<file path="src/rtl/sync_dest_split9.sv">
// 1-to-N destination splitter: one input word per cycle is steered by i_dest into a
// 1-entry buffer per output port, with broadcast and counted drop of out-of-range words.
module sync_dest_split9 #(
    parameter int unsigned DATA_WIDTH = 12,
    parameter int unsigned NUM_PORTS  = 9,
    parameter int unsigned DEST_WIDTH = 4
) (
    input  logic                            clk,
    input  logic                            rstn,
    input  logic                            i_drive,
    input  logic [DATA_WIDTH-1:0]           i_data,
    input  logic [DEST_WIDTH-1:0]           i_dest,
    output logic                            o_free,
    output logic [NUM_PORTS-1:0]            o_driveNext,
    output logic [NUM_PORTS*DATA_WIDTH-1:0] o_data,
    input  logic [NUM_PORTS-1:0]            i_freeNext,
    output logic                            o_drop,
    output logic [7:0]                      o_drop_cnt
);

    localparam logic [DEST_WIDTH-1:0] DestBcast   = '1;
    localparam logic [DEST_WIDTH-1:0] NumPortsDst = DEST_WIDTH'(NUM_PORTS);

    logic [NUM_PORTS-1:0]  valid_q, valid_d;
    logic [DATA_WIDTH-1:0] data_q [NUM_PORTS];
    logic [DATA_WIDTH-1:0] data_d [NUM_PORTS];
    logic                  drop_q, drop_d;
    logic [7:0]            drop_cnt_q, drop_cnt_d;

    logic                  dest_bcast;
    logic                  dest_hit;
    logic [NUM_PORTS-1:0]  dest_onehot;
    logic [NUM_PORTS-1:0]  avail;
    logic [NUM_PORTS-1:0]  load_en;
    logic                  accept;

    // Purely combinational decode; all-ones is broadcast even when NUM_PORTS is 15.
    always_comb begin
        dest_bcast  = (i_dest == DestBcast);
        dest_hit    = !dest_bcast && (i_dest < NumPortsDst);
        dest_onehot = '0;
        for (int k = 0; k < int'(NUM_PORTS); k++) begin
            dest_onehot[k] = dest_hit && (i_dest == DEST_WIDTH'(k));
        end
    end

    // A port may be refilled on the same edge that drains it.
    assign avail = ~valid_q | i_freeNext;

    always_comb begin
        if (dest_bcast) begin
            o_free = &avail;
        end else if (dest_hit) begin
            o_free = |(dest_onehot & avail);
        end else begin
            o_free = 1'b1;
        end
    end

    assign accept = i_drive & o_free;

    always_comb begin
        load_en = '0;
        if (accept) begin
            load_en = dest_bcast ? {NUM_PORTS{1'b1}} : dest_onehot;
        end
    end

    always_comb begin
        valid_d = load_en | (valid_q & ~i_freeNext);
        for (int k = 0; k < int'(NUM_PORTS); k++) begin
            data_d[k] = load_en[k] ? i_data : data_q[k];
        end
    end

    always_comb begin
        drop_d     = accept && !dest_bcast && !dest_hit;
        drop_cnt_d = drop_cnt_q;
        if (drop_d && (drop_cnt_q != 8'hFF)) begin
            drop_cnt_d = drop_cnt_q + 8'd1;
        end
    end

    always_ff @(posedge clk) begin
        if (!rstn) begin
            valid_q    <= '0;
            drop_q     <= 1'b0;
            drop_cnt_q <= '0;
            for (int k = 0; k < int'(NUM_PORTS); k++) begin
                data_q[k] <= '0;
            end
        end else begin
            valid_q    <= valid_d;
            drop_q     <= drop_d;
            drop_cnt_q <= drop_cnt_d;
            for (int k = 0; k < int'(NUM_PORTS); k++) begin
                data_q[k] <= data_d[k];
            end
        end
    end

    assign o_driveNext = valid_q;
    assign o_drop      = drop_q;
    assign o_drop_cnt  = drop_cnt_q;

    for (genvar g = 0; g < int'(NUM_PORTS); g++) begin : g_port_data
        assign o_data[g*DATA_WIDTH +: DATA_WIDTH] = data_q[g];
    end

endmodule

</file>
<file path="config.mk">
export PLATFORM = sky130hd
export DESIGN_NAME = sync_dest_split9
export DESIGN_NICKNAME = d
export VERILOG_FILES = /design/src/rtl/sync_dest_split9.sv
export SDC_FILE = /design/constraint.sdc
export NUM_CORES = 1
export LEC_CHECK = 0
export BUFFER_PORTS_ARGS = -buffer_cell sky130_fd_sc_hd__buf_2
export CELL_PAD_IN_SITES_DETAIL_PLACEMENT = 2
export CELL_PAD_IN_SITES_GLOBAL_PLACEMENT = 2
export CORE_ASPECT_RATIO = 2
export CORE_MARGIN = 3
export CORE_UTILIZATION = 31
export DETAILED_ROUTE_END_ITERATION = 16
export PLACE_DENSITY_LB_ADDON = 0.1
export SYNTH_ARGS = -nofsm -noshare
export SYNTH_HDL_FRONTEND = slang
export SYNTH_SLANG_ARGS = --single-unit
</file>
<file path="constraint.sdc">
create_clock -name clk -period 2.8 [get_ports clk]
set_input_delay 0.28 -clock clk [delete_from_list [all_inputs] [get_ports clk]]
set_output_delay 0.28 -clock clk [all_outputs]
set_load 0.05 [all_outputs]
</file>
==> out/qor.csv <==
metric;value;unit
status;finished, final reports clean;
Syn Inst Count;507;
Critical Path AT;2.75;ns
Leakage Power;0.00283;uW
footprint of the multi-input gates;2310;sq um
total global-route track usage;0.215;
sequential share of the synthesized area;0.501;
CTS tree;yes;
clk buf depth;2;
endpoints failing hold;0;
ANT cells;0;
Crit-path slowest cell;nor4_1;
Rel. slew slack;0.615;
cts hold-fix bufs;0;
first-pass GRT wire length;28300;um
Post-synth EDFFs;0;
Fill cells;1780;
Skew-Pair Late Insertion Delay;0.42;ns
Seq. cell area;2520;sq um
Top-Level Pins;155;
Routed WL;18400;um
Synth cell types;44;
post-route setup slack;0.380;ns
Setup-failing EPs final;0;
Critical Path Source Type;register;
antenna violations before repair;0;
dpl ws;0.273;ns
fin. max-slew vios;0;
DR pass1 iterations;4;
skew final;0.0107;ns
die area;17900;sq um
CTS Buf Count;17;
share of cells above drive strength 1;0.315;
Initial Util;0.317;
CTS clk-pin slew, worst paths;0.06;ns
post-route setup TNS;0;ns
syn nets;536;
vias per cell;5.02;
H-tree depth;4;
core area;15900;sq um
crit-path cells;nor2b_1 -> nor4_1 -> nand4_1 -> and3_1 -> a21oi_2 -> buf_4 -> mux2i_1;
maxcap violations;0;
fin crit share;0.864;
synthesized area;5030;sq um
die height;186;um
Yosys warnings;0;
Crit Path Max Fanout;12;
DR iter-0 viols;124;
Main synth FF type;dfxtp_1;
vias;4400;
remaining global-route overflow;0;
Die Width;96.1;um
RePlAce Congestion;0.820;
Final #Nets;692;
clock sinks;126;
Min-Delay Path Class;in -> reg;
Synth async-reset ratio;0;
Min Hold Slack;0.120;ns
Worst Tran Pin Value;0.577;ns
vias in the first global route;4910;
FF+latch count, synth;126;
worst vdd ir;427;uV
Crit. End Element;register;
Buf+Inv Stages, Crit Path;1;
setup bufs post-CTS;0;
most common cell after layout, fill and taps aside;buf_2;
row count;65;
Final min period;2.42;ns
most frequent cells in the layout;buf_2 (153), dfxtp_1 (126), nand2_1 (117);
Port Buffers;154;
Post-DRT Antenna Nets;0;
slowest stage delay, CP;0.43;ns
Power Density;703;nW/um^2
P&R area growth vs syn;31.6;%
largest net degree at the start of global routing;57;
Syn Area/Cell;9.93;sq um
RSZ-0062 raised after global routing;no;
Crit Path Class;reg -> reg;
Largest delay share family, worst path;simple AND/OR/NAND/NOR gates;
CTS root buffer;clkbuf_16;
Max Freq;0.413;GHz
drt drc;0;
post-DP HPWL;13500;um
DR WL/cell;21.0;um
Req. time, crit path;3.13;ns
post_cts resized;0;
## where the power goes
part           internal (uW)  switching, uW  leakage (uW)
logic                    123            364       0.00152
registers               1840           27.4       0.00102
clock network           1450            849      0.000293
total                   3410           1240       0.00283
## cell families after synthesis
logic type,count (synthesis),share of synthesized area
adder cells (fa/ha/maj),1,0.00248
buffers and inverters,36,0.0393
multiplexers,103,0.205
flip-flops,126,0.501
AND/OR/NAND/NOR,185,0.168
AO/OA/AOI/OAI,53,0.0795
XOR/XNOR,3,0.00522
## state kept, by name, summed over array words and instances (netlist names)
name / cells
o_drop: 1
o_driveNext: 9
data_q: 108
o_drop_cnt: 8
## path summary, 6_finish.rpt
path                            depth (start not counted)                       from                   endpoint  slack [ns]
worst min register to register                          2  data_q[1][9]$_SDFFE_PN0P_  data_q[1][9]$_SDFFE_PN0P_        0.46
worst min-delay path                                    2                  i_data[9]  data_q[6][9]$_SDFFE_PN0P_        0.12
worst max register to register                          7  o_driveNext[3]$_SDFF_PN0_  data_q[8][9]$_SDFFE_PN0P_        0.38
worst max-delay path                                    7  o_driveNext[3]$_SDFF_PN0_  data_q[8][9]$_SDFFE_PN0P_        0.38
## layer usage
metal  up-vias  global-route usage  part of all wire
li1       2050                   -                 -
met1      2204               0.211              0.35
met2       111               0.415              0.58
met3        35              0.0467             0.040
met4         0              0.0941             0.035
met5         -                   0                 0
## per-stage QoR
stage / cell area (sq um) / util / power (uW) / std cells
after floorplan: 5030 / - / 2240 / 507
after global placement: 6010 / 0.379 / 2390 / 845
after detailed placement: 6010 / 0.379 / 2400 / 845
after CTS: 6620 / 0.418 / 4710 / 877
after global routing: 6620 / 0.418 / 4830 / 877
final: 6620 / 0.418 / 4650 / 877
## layout make-up
type / count / share of cell area
Inverter: 3 / 0.00170
Clock buffer: 20 / 0.0689
Tap cell: 201 / 0.0380
Clock inverter: 12 / 0.0244
Sequential cell: 126 / 0.381
Multi-Input combinational cell: 345 / 0.349
Timing Repair Buffer: 170 / 0.137
## synthesized netlist by cell type, types with 2 or more instances
cell      count  area (sq um)
a211oi_1      3          22.5
a21oi_1       8          40.0
a21oi_2       6          52.6
a22o_1       12           105
and2_1        2          12.5
and3_1        4          25.0
buf_2         5          25.0
buf_4         8          60.1
buf_6         2          22.5
clkbuf_1     17          63.8
dfxtp_1     126          2520
inv_1         3          11.3
mux2i_1     103          1030
nand2_1     117           439
nand2b_1      7          43.8
nand3_1       8          40.0
nand4_1       4          25.0
nor2_1       20          75.1
nor2b_1       8          50.1
nor3_1        5          25.0
nor3b_1       2          15.0
o21a_1        9          67.6
o21ai_0       4          20.0
o31ai_1       2          15.0
xnor2_1       3          26.3
Power figures use the tool's default switching activity.
